## config.mk

```make
export PLATFORM = sky130hd
export DESIGN_NAME = regwrite_arbiter_flat
export DESIGN_NICKNAME = d
export VERILOG_FILES = /design/src/rtl/regwrite_arbiter_pkg.sv /design/src/rtl/regwrite_arbiter_if.sv /design/src/rtl/regwrite_arbiter_scoreboard.sv /design/src/rtl/regwrite_arbiter.sv /design/src/flat_wrapper.sv
export SDC_FILE = /design/constraint.sdc
export NUM_CORES = 1
export LEC_CHECK = 0
export ABC_CLOCK_PERIOD_IN_PS = 2300
export CORE_MARGIN = 3
export CORE_UTILIZATION = 49
export DETAILED_ROUTE_END_ITERATION = 8
export PLACE_DENSITY = 0.86
export RECOVER_POWER = 100
export SETUP_SLACK_MARGIN = 0.1
export SYNTH_ARGS = -nofsm -noshare
export SYNTH_HDL_FRONTEND = slang
export SYNTH_SLANG_ARGS = --single-unit
```

## constraint.sdc

```tcl
create_clock -name clock -period 2.3 [get_ports clock]
set_input_delay 0.23 -clock clock [delete_from_list [all_inputs] [get_ports clock]]
set_output_delay 0.23 -clock clock [all_outputs]
set_load 0.02 [all_outputs]
```

## src/rtl/regwrite_arbiter_pkg.sv

```systemverilog
// Shared definitions for the register-file write arbiter.
// Holds the register-address / data widths and the priority FSM encoding
// used by the arbiter top, its scoreboard and its bus interface.
package regwrite_arbiter_pkg;

  localparam int REG_W    = 5;
  localparam int DATA_W   = 32;
  localparam int NUM_REGS = 1 << REG_W;

  typedef logic [REG_W-1:0]  reg_addr_t;
  typedef logic [DATA_W-1:0] reg_data_t;

  // PRIO_A: A wins a conflict; PRIO_B: B wins a conflict.
  typedef enum logic {
    PRIO_A = 1'b0,
    PRIO_B = 1'b1
  } prio_t;

endpackage

```

## src/rtl/regwrite_arbiter_if.sv

```systemverilog
// Bus bundle between the write requesters / register file and the arbiter.
//   AValid/AReg/AData/AReady : requester A (ALU writeback)
//   BValid/BReg/BData/BReady : requester B (load / multi-cycle unit)
//   ResValid/ResReg          : reserve a register for a future B write
//   QReg1/QReg2, Busy1/Busy2 : scoreboard query of two read addresses
//   WriteReg/WriteData/RegWrite : register file write port
// slave = arbiter side, master = requester / register file side.
interface regwrite_arbiter_if;
  import regwrite_arbiter_pkg::*;

  logic      AValid;
  reg_addr_t AReg;
  reg_data_t AData;
  logic      AReady;

  logic      BValid;
  reg_addr_t BReg;
  reg_data_t BData;
  logic      BReady;

  logic      ResValid;
  reg_addr_t ResReg;

  reg_addr_t QReg1;
  reg_addr_t QReg2;
  logic      Busy1;
  logic      Busy2;

  reg_addr_t WriteReg;
  reg_data_t WriteData;
  logic      RegWrite;

  modport slave (
    input  AValid, AReg, AData, BValid, BReg, BData,
    input  ResValid, ResReg, QReg1, QReg2,
    output AReady, BReady, Busy1, Busy2,
    output WriteReg, WriteData, RegWrite
  );

  modport master (
    output AValid, AReg, AData, BValid, BReg, BData,
    output ResValid, ResReg, QReg1, QReg2,
    input  AReady, BReady, Busy1, Busy2,
    input  WriteReg, WriteData, RegWrite
  );

endinterface

```

## src/rtl/regwrite_arbiter_scoreboard.sv

```systemverilog
// Busy scoreboard: one bit per architectural register.
//   clock, reset        : clock and synchronous active-high reset
//   set_en/set_reg      : reservation (sets a bit)
//   clr_en/clr_reg      : accepted B write (clears a bit)
//   pend_en/pend_reg    : B write sitting in the output stage, not yet written
//   q_reg1/q_reg2       : query addresses
//   busy1/busy2         : query results
module regwrite_scoreboard
  import regwrite_arbiter_pkg::*;
(
  input  logic      clock,
  input  logic      reset,
  input  logic      set_en,
  input  reg_addr_t set_reg,
  input  logic      clr_en,
  input  reg_addr_t clr_reg,
  input  logic      pend_en,
  input  reg_addr_t pend_reg,
  input  reg_addr_t q_reg1,
  input  reg_addr_t q_reg2,
  output logic      busy1,
  output logic      busy2
);

  logic [NUM_REGS-1:0] busy_reg;

  // Register 0 is hard-wired, so it can never be reserved.
  assign busy_reg[0] = 1'b0;

  genvar gi;
  generate
    for (gi = 1; gi < NUM_REGS; gi++) begin : g_bit
      // Set is checked first so a same-cycle reservation beats the clear.
      always_ff @(posedge clock) begin
        if (reset) begin
          busy_reg[gi] <= 1'b0;
        end else if (set_en && (set_reg == reg_addr_t'(gi))) begin
          busy_reg[gi] <= 1'b1;
        end else if (clr_en && (clr_reg == reg_addr_t'(gi))) begin
          busy_reg[gi] <= 1'b0;
        end
      end
    end
  endgenerate

  // The bit is cleared at accept time, but the data only reaches the
  // register file one cycle later; cover that gap with the output stage.
  assign busy1 = busy_reg[q_reg1] | (pend_en && (pend_reg == q_reg1));
  assign busy2 = busy_reg[q_reg2] | (pend_en && (pend_reg == q_reg2));

endmodule

```

## src/rtl/regwrite_arbiter.sv

```systemverilog
// Two-requester register-file write arbiter with starvation protection
// and a busy scoreboard for reserved (pending B) registers.
//   clock : rising-edge clock
//   reset : synchronous active-high reset
//   bus   : regwrite_arbiter_if.slave (requests, readies, reservation,
//           scoreboard queries and the registered write port)
// STARVE_LIMIT (1..7): consecutive lost cycles after which B gets priority.
module regwrite_arbiter
  import regwrite_arbiter_pkg::*;
#(
  parameter int STARVE_LIMIT = 3
) (
  input logic              clock,
  input logic              reset,
  regwrite_arbiter_if.slave bus
);

  localparam logic [2:0] LIMIT = 3'(STARVE_LIMIT);

  prio_t      state_reg, state_next;
  logic [2:0] starve_reg, starve_next;
  logic       a_grant, b_grant;

  logic       reg_write_reg;
  reg_addr_t  write_reg_reg;
  reg_data_t  write_data_reg;
  logic       b_flight_reg;

  always_ff @(posedge clock) begin
    if (reset) begin
      state_reg  <= PRIO_A;
      starve_reg <= 3'd0;
    end else begin
      state_reg  <= state_next;
      starve_reg <= starve_next;
    end
  end

  always_comb begin
    a_grant     = 1'b0;
    b_grant     = 1'b0;
    state_next  = state_reg;
    starve_next = starve_reg;

    if (!reset) begin
      if (bus.AValid && bus.BValid) begin
        if (state_reg == PRIO_B) b_grant = 1'b1;
        else                     a_grant = 1'b1;
      end else begin
        a_grant = bus.AValid;
        b_grant = bus.BValid;
      end
    end

    if (!bus.BValid || b_grant) begin
      starve_next = 3'd0;
    end else if (starve_reg != 3'd7) begin
      starve_next = starve_reg + 3'd1;
    end

    // Switching on the updated count makes B win on exactly the
    // (LIMIT+1)-th conflicting cycle.
    case (state_reg)
      PRIO_A:  if (starve_next >= LIMIT) state_next = PRIO_B;
      PRIO_B:  if (b_grant)              state_next = PRIO_A;
      default: state_next = PRIO_A;
    endcase
  end

  assign bus.AReady = a_grant;
  assign bus.BReady = b_grant;

  // Output stage: one cycle of latency to the register file. Writes to
  // register 0 are accepted but never asserted on the write port.
  always_ff @(posedge clock) begin
    if (reset) begin
      reg_write_reg  <= 1'b0;
      write_reg_reg  <= '0;
      write_data_reg <= '0;
      b_flight_reg   <= 1'b0;
    end else begin
      reg_write_reg <= 1'b0;
      b_flight_reg  <= 1'b0;
      if (a_grant) begin
        write_reg_reg  <= bus.AReg;
        write_data_reg <= bus.AData;
        reg_write_reg  <= (bus.AReg != '0);
      end else if (b_grant) begin
        write_reg_reg  <= bus.BReg;
        write_data_reg <= bus.BData;
        reg_write_reg  <= (bus.BReg != '0);
        b_flight_reg   <= (bus.BReg != '0);
      end
    end
  end

  assign bus.WriteReg  = write_reg_reg;
  assign bus.WriteData = write_data_reg;
  assign bus.RegWrite  = reg_write_reg;

  regwrite_scoreboard u_scoreboard (
    .clock    (clock),
    .reset    (reset),
    .set_en   (bus.ResValid),
    .set_reg  (bus.ResReg),
    .clr_en   (b_grant),
    .clr_reg  (bus.BReg),
    .pend_en  (b_flight_reg),
    .pend_reg (write_reg_reg),
    .q_reg1   (bus.QReg1),
    .q_reg2   (bus.QReg2),
    .busy1    (bus.Busy1),
    .busy2    (bus.Busy2)
  );

endmodule
```

## src/flat_wrapper.sv

```systemverilog
// flat-port wrapper written by rule: the top's interface ports become plain ports
module regwrite_arbiter_flat import regwrite_arbiter_pkg::*;
#(
  parameter int STARVE_LIMIT = 3
)
  (clock, reset, bus_AValid, bus_AReg, bus_AData, bus_BValid, bus_BReg, bus_BData, bus_ResValid, bus_ResReg, bus_QReg1, bus_QReg2, bus_AReady, bus_BReady, bus_Busy1, bus_Busy2, bus_WriteReg, bus_WriteData, bus_RegWrite);
  regwrite_arbiter_if bus_i ();
  input logic clock;
  input logic reset;
  input wire logic [$bits(bus_i.AValid)-1:0] bus_AValid;
  input wire logic [$bits(bus_i.AReg)-1:0] bus_AReg;
  input wire logic [$bits(bus_i.AData)-1:0] bus_AData;
  input wire logic [$bits(bus_i.BValid)-1:0] bus_BValid;
  input wire logic [$bits(bus_i.BReg)-1:0] bus_BReg;
  input wire logic [$bits(bus_i.BData)-1:0] bus_BData;
  input wire logic [$bits(bus_i.ResValid)-1:0] bus_ResValid;
  input wire logic [$bits(bus_i.ResReg)-1:0] bus_ResReg;
  input wire logic [$bits(bus_i.QReg1)-1:0] bus_QReg1;
  input wire logic [$bits(bus_i.QReg2)-1:0] bus_QReg2;
  output wire logic [$bits(bus_i.AReady)-1:0] bus_AReady;
  output wire logic [$bits(bus_i.BReady)-1:0] bus_BReady;
  output wire logic [$bits(bus_i.Busy1)-1:0] bus_Busy1;
  output wire logic [$bits(bus_i.Busy2)-1:0] bus_Busy2;
  output wire logic [$bits(bus_i.WriteReg)-1:0] bus_WriteReg;
  output wire logic [$bits(bus_i.WriteData)-1:0] bus_WriteData;
  output wire logic [$bits(bus_i.RegWrite)-1:0] bus_RegWrite;
  assign bus_i.AValid = bus_AValid;
  assign bus_i.AReg = bus_AReg;
  assign bus_i.AData = bus_AData;
  assign bus_i.BValid = bus_BValid;
  assign bus_i.BReg = bus_BReg;
  assign bus_i.BData = bus_BData;
  assign bus_i.ResValid = bus_ResValid;
  assign bus_i.ResReg = bus_ResReg;
  assign bus_i.QReg1 = bus_QReg1;
  assign bus_i.QReg2 = bus_QReg2;
  assign bus_AReady = bus_i.AReady;
  assign bus_BReady = bus_i.BReady;
  assign bus_Busy1 = bus_i.Busy1;
  assign bus_Busy2 = bus_i.Busy2;
  assign bus_WriteReg = bus_i.WriteReg;
  assign bus_WriteData = bus_i.WriteData;
  assign bus_RegWrite = bus_i.RegWrite;
  regwrite_arbiter #(.STARVE_LIMIT(STARVE_LIMIT)) u_core (.clock(clock), .reset(reset), .bus(bus_i));
endmodule
```

Word-level counts from Yosys, hierarchy flattened
Index checks and enable logic that the tools add are counted.
{"block": "word_totals", "ff_bits": 74, "latchBits": 0, "ramBits": 0, "mem_bits_ro": 0, "out_inout_bits": 42, "memories": 0}
{"block": "op_classes", "addsub": 1, "mul": 0, "div_mod_pow": 0, "magnitude_cmp": 3, "n_eq_ne": 65, "shifts": 0, "n_mux": 83, "bitwise": 3, "n_reduce_logical": 102}
{"cell": "5-bit == test, second input constant", "n": 32}
{"cell": "5-bit by 4-bit == test with 1-bit output, second input constant", "n": 16}
{"cell": "1-bit two-way mux", "n": 74}
{"cell": "1-bit logical AND", "n": 65}
{"cell": "32-bit two-way mux", "n": 2}
{"cell": "2-bit nonzero test", "n": 32}
{"cell": "5-bit by 3-bit == test with 1-bit output, second input constant", "n": 8}
{"cell": "5-bit by 2-bit == test with 1-bit output, second input constant", "n": 4}
{"cell": "5-bit by 6-bit < comparator with 1-bit output, second input constant", "n": 2}
{"cell": "1-bit binary-select mux with 5-bit select", "n": 2}
{"cell": "5-bit by 1-bit == test with 1-bit output, second input constant", "n": 2}
{"cell": "5-bit == test", "n": 2}
{"cell": "5-bit two-way mux", "n": 2}
{"cell": "5-bit nonzero test", "n": 2}
{"cell": "3-bit two-way mux", "n": 2}
{"cell": "3-bit by 1-bit adder with 3-bit output, second input constant", "n": 1}
{"cell": "3-bit by 2-bit >= comparator with 1-bit output, second input constant", "n": 1}
{"cell": "3-bit inequality test, second input constant", "n": 1}
{"cell": "1-bit OR", "n": 2}
{"cell": "1-bit one-hot mux with 2 select lines", "n": 1}
{"cell": "2-bit OR reduction", "n": 1}
{"cell": "1-bit logical NOT", "n": 1}
{"cell": "1-bit logical OR", "n": 1}
{"cell": "1-bit inverter", "n": 1}

Depth between registers and ports, before layout
Gate-level depths: netlist (run 1).
{"block": "depth", "depth_word": 8, "ltp_mapped": 8, "mapped_depth_nobuf": 5}

By module
Synthesis (run 1) repeated with hierarchy kept, for this count alone.
{"block": "unflattened", "hier_cells": 489, "area_unflattened_um2": 4256.6}
{"module": "regwrite_arbiter", "instances": 1, "cells_each": 252, "area_per_inst_um2": 2202.1}
{"module": "regwrite_scoreboard", "instances": 1, "cells_each": 237, "area_per_inst_um2": 2054.5}

Worst setup path before layout (run 1)
OpenSTA, ideal clock, no wires.
{"block": "synth_path", "path_type": "in2out", "from": "input bus_QReg1[1]", "to": "output bus_Busy1", "arrival_ns": 1.510, "setup_slack_ns": 0.560, "path_stages": 6, "path_buffers": 2, "cell_sequence": "buf_4 buf_8 mux2i_1 mux4_2 a22o_1 o21ai_2"}
{"block": "synth_between", "elab_chain_cells": 3, "word_cells_on_any_way": 5}
{"item": "from (decl)", "line": "flat_wrapper.sv:18", "rtl": "input wire logic [$bits(bus_i.QReg1)-1:0] bus_QReg1;"}
{"item": "1-bit binary-select mux with 5-bit select or 5-bit == test (tied branches)", "line": "regwrite_arbiter_scoreboard.sv:48", "rtl": "assign busy1 = busy_reg[q_reg1] | (pend_en && (pend_reg == q_reg1));"}
{"item": "1-bit two-way mux (not written as such) or 1-bit logical AND (tied branches)", "line": "regwrite_arbiter_scoreboard.sv:48"}
{"item": "1-bit OR (*)", "line": "regwrite_arbiter_scoreboard.sv:48"}
{"item": "to (decl)", "line": "flat_wrapper.sv:22", "rtl": "output wire logic [$bits(bus_i.Busy1)-1:0] bus_Busy1;"}
Mark *: on every way between the ends. The rest lies on a longest branch, timed or not. The select of a mux whose other input is x is not followed.

Worst setup path after layout (run 1)
{"block": "layout_path", "from": "input bus_AValid", "to": "register u_core.write_reg_reg[1] (netlist: u_core.bus.WriteReg[1])"}
{"block": "layout_between", "elab_chain_cells": 4, "word_cells_on_any_way": 7}
{"item": "from (decl)", "line": "flat_wrapper.sv:10", "rtl": "input wire logic [$bits(bus_i.AValid)-1:0] bus_AValid;"}
{"item": "1-bit logical AND", "line": "regwrite_arbiter.sv:46", "rtl": "if (bus.AValid && bus.BValid) begin"}
{"item": "1-bit two-way mux", "line": "regwrite_arbiter.sv:46"}
{"item": "1-bit two-way mux", "line": "regwrite_arbiter.sv:45", "rtl": "if (!reset) begin"}
{"item": "5-bit two-way mux or 2-bit nonzero test (tied branches)"}
{"item": "to (signal assigned)", "line": "regwrite_arbiter.sv:85", "rtl": "write_reg_reg <= bus.AReg;"}
{"item": "to (signal assigned)", "line": "regwrite_arbiter.sv:89", "rtl": "write_reg_reg <= bus.BReg;"}
{"item": "to (decl)", "line": "regwrite_arbiter.sv:25", "rtl": "reg_addr_t write_reg_reg;"}
Parallel ways exist; a longest one is shown, timed or not.
A chain may end at the register's enable or synchronous reset.

==> impl_metrics.py, run 1 <==
metrics = {
    "timing": {
        "fin_crit_sh": 0.946,
        "finalWorstSetupSlack_ns": 0.124,
        "clock_skew_ns": 0.00841,
        "setup_viol": 0,
        "min_period_ns": 2.18,
        "relSlewSlack": 0.466,
        "max_freq_mhz": 460,
        "rsz0062_at_grt": "true",
        "hold_viol": 0,
        "tightestPinTransition_ns": 0.800,
        "final_max_slew_viol_count": 0,
    },
    "final_layout": {
        "layout-drive-gt1-share": 0.112,
        "fin_util": 0.725,
        "largest_reg_flops": 32,
        "final_cell_mix": "clkdlybuf4s50_1 (85), dfxtp_1 (72), mux2i_1 (54)",
        "syn_to_final_growth_pct": 42.9,
        "fin_nets": 663,
        "fin_area_mm2": 0.00563,
        "mostFrequentLayoutCell": "clkdlybuf4s50_1",
        "instances_no_fill": 676,
    },
    "min_path": {
        "hold_class": "in2reg",
    },
    "place": {
        "dp.cells": 654,
        "pre_cts_ws_ns": -0.410,
        "io_buffers": 135,
        "placed_area_mm2": 0.00534,
        "routabilityCongestion": 0.975,
        "hpwl_um": 8910,
    },
    "floorplanning": {
        "start_util": 0.508,
        "die_y_um": 95.7,
        "io-pin-count": 136,
        "num_rows": 32,
        "fp.dieArea_mm2": 0.00916,
        "core_mm2": 0.00777,
        "die_x_um": 95.7,
    },
    "cts": {
        "clock_sinks": 74,
        "clk_latency_ns": 0.35,
        "cts_root_buf": "clkbuf_8",
        "clk_path_buf_depth": 2,
        "holdBufCountCts": 0,
        "cts_inserted_buffers": 9,
        "htree_levels": 3,
        "clkTransAtPathRegs_ns": 0.08,
        "cts_tree": "yes",
    },
    "drt": {
        "route.detailed.drc": 0,
        "num_vias": 4007,
        "wl_per_cell_um": 18.9,
        "postRouteAntennaNets": 0,
        "drt-pass1-iter-count": 6,
        "wirelength_um": 12800,
        "viasPerCell": 5.93,
        "drt_iter0_markers": 454,
    },
    "outcome": {
        "outcome": "completed",
    },
    "global_route": {
        "grt_max_degree": 75,
        "antenna_found_initial": 1,
        "grtUsageTotal": 0.273,
        "grt.overflow.total": 0,
        "grt_pass1_wl_um": 19300,
        "grt_pass1_vias": 3872,
    },
    "worst_setup_path": {
        "path_buf_inv": 2,
        "critPathArrivalTime_ns": 2.42,
        "cp_max_fo": 24,
        "critPathTopFamily": "buffers and inverters",
        "crit_path_end_kind": "flip-flop",
        "worstSetupPathType": "in2reg",
        "critPathMaxStageDelay_ns": 0.66,
        "path_cells": "dlygate4sd3_1, nand2b_1, and2_0, clkbuf_2, mux2i_1, a211oi_1",
        "slowest_stage": "clkbuf_2",
        "cp.required_ns": 2.54,
        "cp-start-kind": "primary input",
    },
    "logic_synthesis": {
        "yosysSeqAreaShare": 0.376,
        "syn_inst": 436,
        "syn-num-nets": 531,
        "yosysWarnings": 0,
        "syn-cell-area_mm2": 0.00394,
        "syn_avg_cell_area_um2": 9.04,
        "synthDistinctLibCells": 40,
        "ys_seq_elements": 74,
    },
    "pwr": {
        "total_power_mw": 3.02,
        "cellPowerDensity_mw_per_mm2": 536,
        "p_leak_nw": 2.12,
        "peakVddDrop_mv": 0.332,
    },
    "flow_run": {
        "drv_cap": 0,
    },
}
timing repair:
item                                    4_1_cts  5_1_grt
setup buffers                                 3        1
endpoints found under the setup margin        2        2
pin swaps                                     0        5
gates cloned                                  1        0
gates resized for setup                      13       12
metal layers:
layer  GRT usage  part of all wire  vias up
li1            -                 -     1838
met1       0.346              0.39     1861
met2       0.424              0.48      249
met3      0.0641             0.092       59
met4       0.158             0.043        0
met5           0                 0        -
where the power goes:
part	leakage, nW	total [mW]	internal, mW	switching (mW)
sequential	0.606	1.38	1.34	0.0411
clock	0.0919	0.955	0.454	0.501
combinational	1.42	0.680	0.360	0.320
synthesized netlist by cell type:
cell,count,area (µm²)
or3b_2,1,8.76
nand4_1,1,6.26
and2_1,5,31.3
or3_1,1,6.26
nor3_1,2,10.0
inv_1,2,7.51
mux2i_1,54,541
buf_2,5,25.0
o21ai_2,2,17.5
nand2_1,30,113
nor3b_1,2,15.0
nand2b_1,5,31.3
nor2_1,48,180
nor4_1,2,12.5
nand3b_1,3,22.5
a21boi_0,1,7.51
mux2_2,2,22.5
clkbuf_1,20,75.1
buf_6,1,11.3
buf_1,1,3.75
buf_12,1,20.0
a221oi_1,4,35.0
a22o_1,2,17.5
or4_1,1,7.51
o31a_1,2,17.5
nor2b_4,1,13.8
a21oi_1,34,170
o21ai_0,32,160
nand4b_1,2,17.5
ha_1,1,12.5
dfxtp_1,74,1480
a211oi_1,37,278
nand3_1,13,65.1
o31ai_1,1,7.51
buf_4,5,37.5
xor2_1,8,70.1
nor2b_1,14,87.6
mux4_2,10,225
buf_8,3,45.0
xnor2_1,3,26.3
path summary, 6_finish.rpt:
check | cells after the start | to | slack, ns | from
worst max register to register | 5 | u_core.bus.WriteReg[1] | 0.19 | u_core.state_reg
worst min-delay path | 4 | u_core.starve_reg[1] | 0.31 | reset
worst max-delay path | 6 | u_core.bus.WriteReg[1] | 0.12 | bus_AValid
worst min register to register | 2 | u_core.starve_reg[1] | 0.48 | u_core.starve_reg[1]
logic make-up after synthesis:
family / synth area share
and+or+nand+nor: 0.159
DFF: 0.376
adders and majority gates: 0.00317
xor gates and xnor gates: 0.0244
buffers and inverters: 0.0571
AOI/OAI and AO/OA: 0.180
muxes: 0.200
metrics by stage:
step	hold WS [ns]	TNS (ns)
after floorplan	0.366	0
after global placement	0.458	-0.750
after detailed placement	0.473	-0.818
after CTS	0.292	0
after global routing	0.337	0
final	0.313	0
layout make-up:
type,instances,area (µm²)
Clock inverter,5,37.5
Inverter,2,7.51
Fill cell,563,2130
Timing Repair Buffer,157,1570
Sequential cell,74,1480
Multi-Input combinational cell,324,2260
Clock buffer,11,151
Antenna cell,1,2.50
Tap cell,102,128
worst min-delay path, stage by stage:
cell and delay, ns:
buf_2 0.13, nor2b_4 0.06, nand2b_1 0.12, a21oi_1 0.05
No activity file was read; power rests on OpenSTA's default activity.
==> inputs of run 2 (changes only) <==
CORE_MARGIN = 1.5   (was 3)
==> run 2 against run 1 <==
Wire length decreased by 6.1%. Count of clock-buffer cells in the layout unchanged. Sequential share of layout area decreased by 0.17 points. Flip-flop and latch count unchanged. First-iteration DRC count decreased by 24%. Setup slack got worse by 0.026 ns. Highest routed layer unchanged.
==> impl_metrics.py, run 2 (same netlist as run 1, synthesis figures left out) <==
metrics = {
    "pwr": {
        "peakVddDrop_mv": 0.481,
        "cellPowerDensity_mw_per_mm2": 600,
        "p_leak_nw": 2.12,
    },
    "timing": {
        "rsz0062_at_grt": "true",
        "setup_viol": 0,
        "final_max_slew_viol_count": 0,
        "max_freq_mhz": 454,
        "min_period_ns": 2.20,
        "clock_skew_ns": 0.0198,
        "fin_crit_sh": 0.957,
        "hold_viol": 0,
        "relSlewSlack": 0.491,
        "tightestPinTransition_ns": 0.763,
    },
    "min_path": {
        "hold_class": "in2reg",
    },
    "cts": {
        "clk_path_buf_depth": 2,
        "clock_sinks": 74,
        "cts_inserted_buffers": 9,
        "clk_latency_ns": 0.35,
        "htree_levels": 3,
        "cts_tree": "yes",
        "cts_root_buf": "clkbuf_8",
        "clkTransAtPathRegs_ns": 0.07,
    },
    "place": {
        "hpwl_um": 8710,
        "dp.cells": 655,
        "routabilityCongestion": 0.965,
        "io_buffers": 135,
    },
    "final_layout": {
        "instances_no_fill": 673,
        "final_cell_mix": "clkdlybuf4s50_1 (87), dfxtp_1 (74), mux2i_1 (54)",
        "multi_input_area_mm2": 0.00226,
        "largest_reg_flops": 32,
        "layout-drive-gt1-share": 0.103,
        "syn_to_final_growth_pct": 43.6,
        "fin_nets": 661,
        "regArea_mm2": 0.00148,
        "nFillCells": 558,
        "fin_util": 0.729,
        "diodes": 0,
        "mostFrequentLayoutCell": "clkdlybuf4s50_1",
    },
    "worst_setup_path": {
        "worstSetupPathType": "in2out",
        "cp_max_fo": 8,
        "cp.required_ns": 2.07,
        "cp-start-kind": "primary input",
        "critPathArrivalTime_ns": 1.97,
        "crit_path_end_kind": "output port",
    },
    "drt": {
        "route.detailed.drc": 0,
        "num_vias": 3885,
        "wl_per_cell_um": 17.9,
        "drt_iter0_markers": 345,
        "postRouteAntennaNets": 0,
        "wirelength_um": 12000,
        "viasPerCell": 5.77,
        "drt-pass1-iter-count": 5,
    },
    "global_route": {
        "antenna_found_initial": 0,
        "grtUsageTotal": 0.279,
        "grt_pass1_vias": 3863,
        "grt_max_degree": 75,
        "grt.overflow.total": 0,
        "grt_pass1_wl_um": 18900,
    },
    "floorplanning": {
        "die_y_um": 92.7,
        "fp.dieArea_mm2": 0.00859,
        "die_x_um": 92.7,
        "start_util": 0.508,
        "core_mm2": 0.00777,
        "num_rows": 32,
        "io-pin-count": 136,
    },
    "flow_run": {
        "drv_cap": 0,
    },
    "outcome": {
        "outcome": "completed",
    },
}
run 2: cell count changes in the layout (fill, tap and decap cells not counted), sizes merged, moves of 2 or more:
cell	delta
clkinvlp	-2
clkdlybuf4s50	+2
bufinv	+4
clkbuf	-2
run 2: through the flow:
stage	total power, mW	setup TNS (ns)	setup WS, ns	hold slack, ns	area, µm²
after detailed placement	2.09	-0.886	-0.462	0.478	5360
after global routing	3.52	0	0.0363	0.320	5660
after floorplan	1.75	0	0.560	0.366	3940
after CTS	3.42	0	0.0217	0.293	5650
final	3.40	0	0.0985	0.308	5660
after global placement	2.07	-0.766	-0.388	0.456	5360
run 2: layer usage:
metal | track usage | up-vias | part of all wire | wire [µm]
met1 | 0.352 | 1802 | 0.40 | 4780
li1 | - | 1839 | - | -
met4 | 0.134 | 0 | 0.036 | 427
met3 | 0.0681 | 37 | 0.086 | 1030
met5 | 0 | - | 0 | 0
met2 | 0.448 | 207 | 0.48 | 5780
run 2: area by class of cell:
type | instances | area share
inverters | 2 | 0.00133
clock inverters | 5 | 0.0221
repair buffers | 155 | 0.268
multi-input cells | 324 | 0.399
clock buffers | 11 | 0.0250
well taps | 102 | 0.0225
flip-flops and latches | 74 | 0.262
run 2: power breakdown:
part | switching [mW] | total [mW] | internal, mW | leakage, nW
combinational | 0.316 | 0.667 | 0.350 | 1.38
clock | 0.486 | 1.35 | 0.860 | 0.134
sequential | 0.0404 | 1.38 | 1.34 | 0.605
run 2: final timing paths:
path | startpoint | slack (ns) | depth (start not counted) | to
min | reset | 0.31 | 4 | u_core.starve_reg[2]
min reg2reg | u_core.starve_reg[1] | 0.48 | 2 | u_core.starve_reg[1]
max | bus_QReg2[2] | 0.1 | 6 | bus_Busy2
max reg2reg | u_core.state_reg | 0.41 | 4 | u_core.bus.WriteData[6]
run 2: critical path, cell delays in order:
cell	delay [ns]
clkdlybuf4s50_1	0.46
buf_4	0.16
mux4_2	0.50
a22o_1	0.23
o21ai_2	0.12
clkdlybuf4s15_2	0.27
run 2: repair_timing:
item,CTS,global route
endpoints found under the setup margin,2,3
gates resized for setup,12,3
buffers inserted,2,0
hold buffers,0,0
endpoints found under the hold margin,0,0
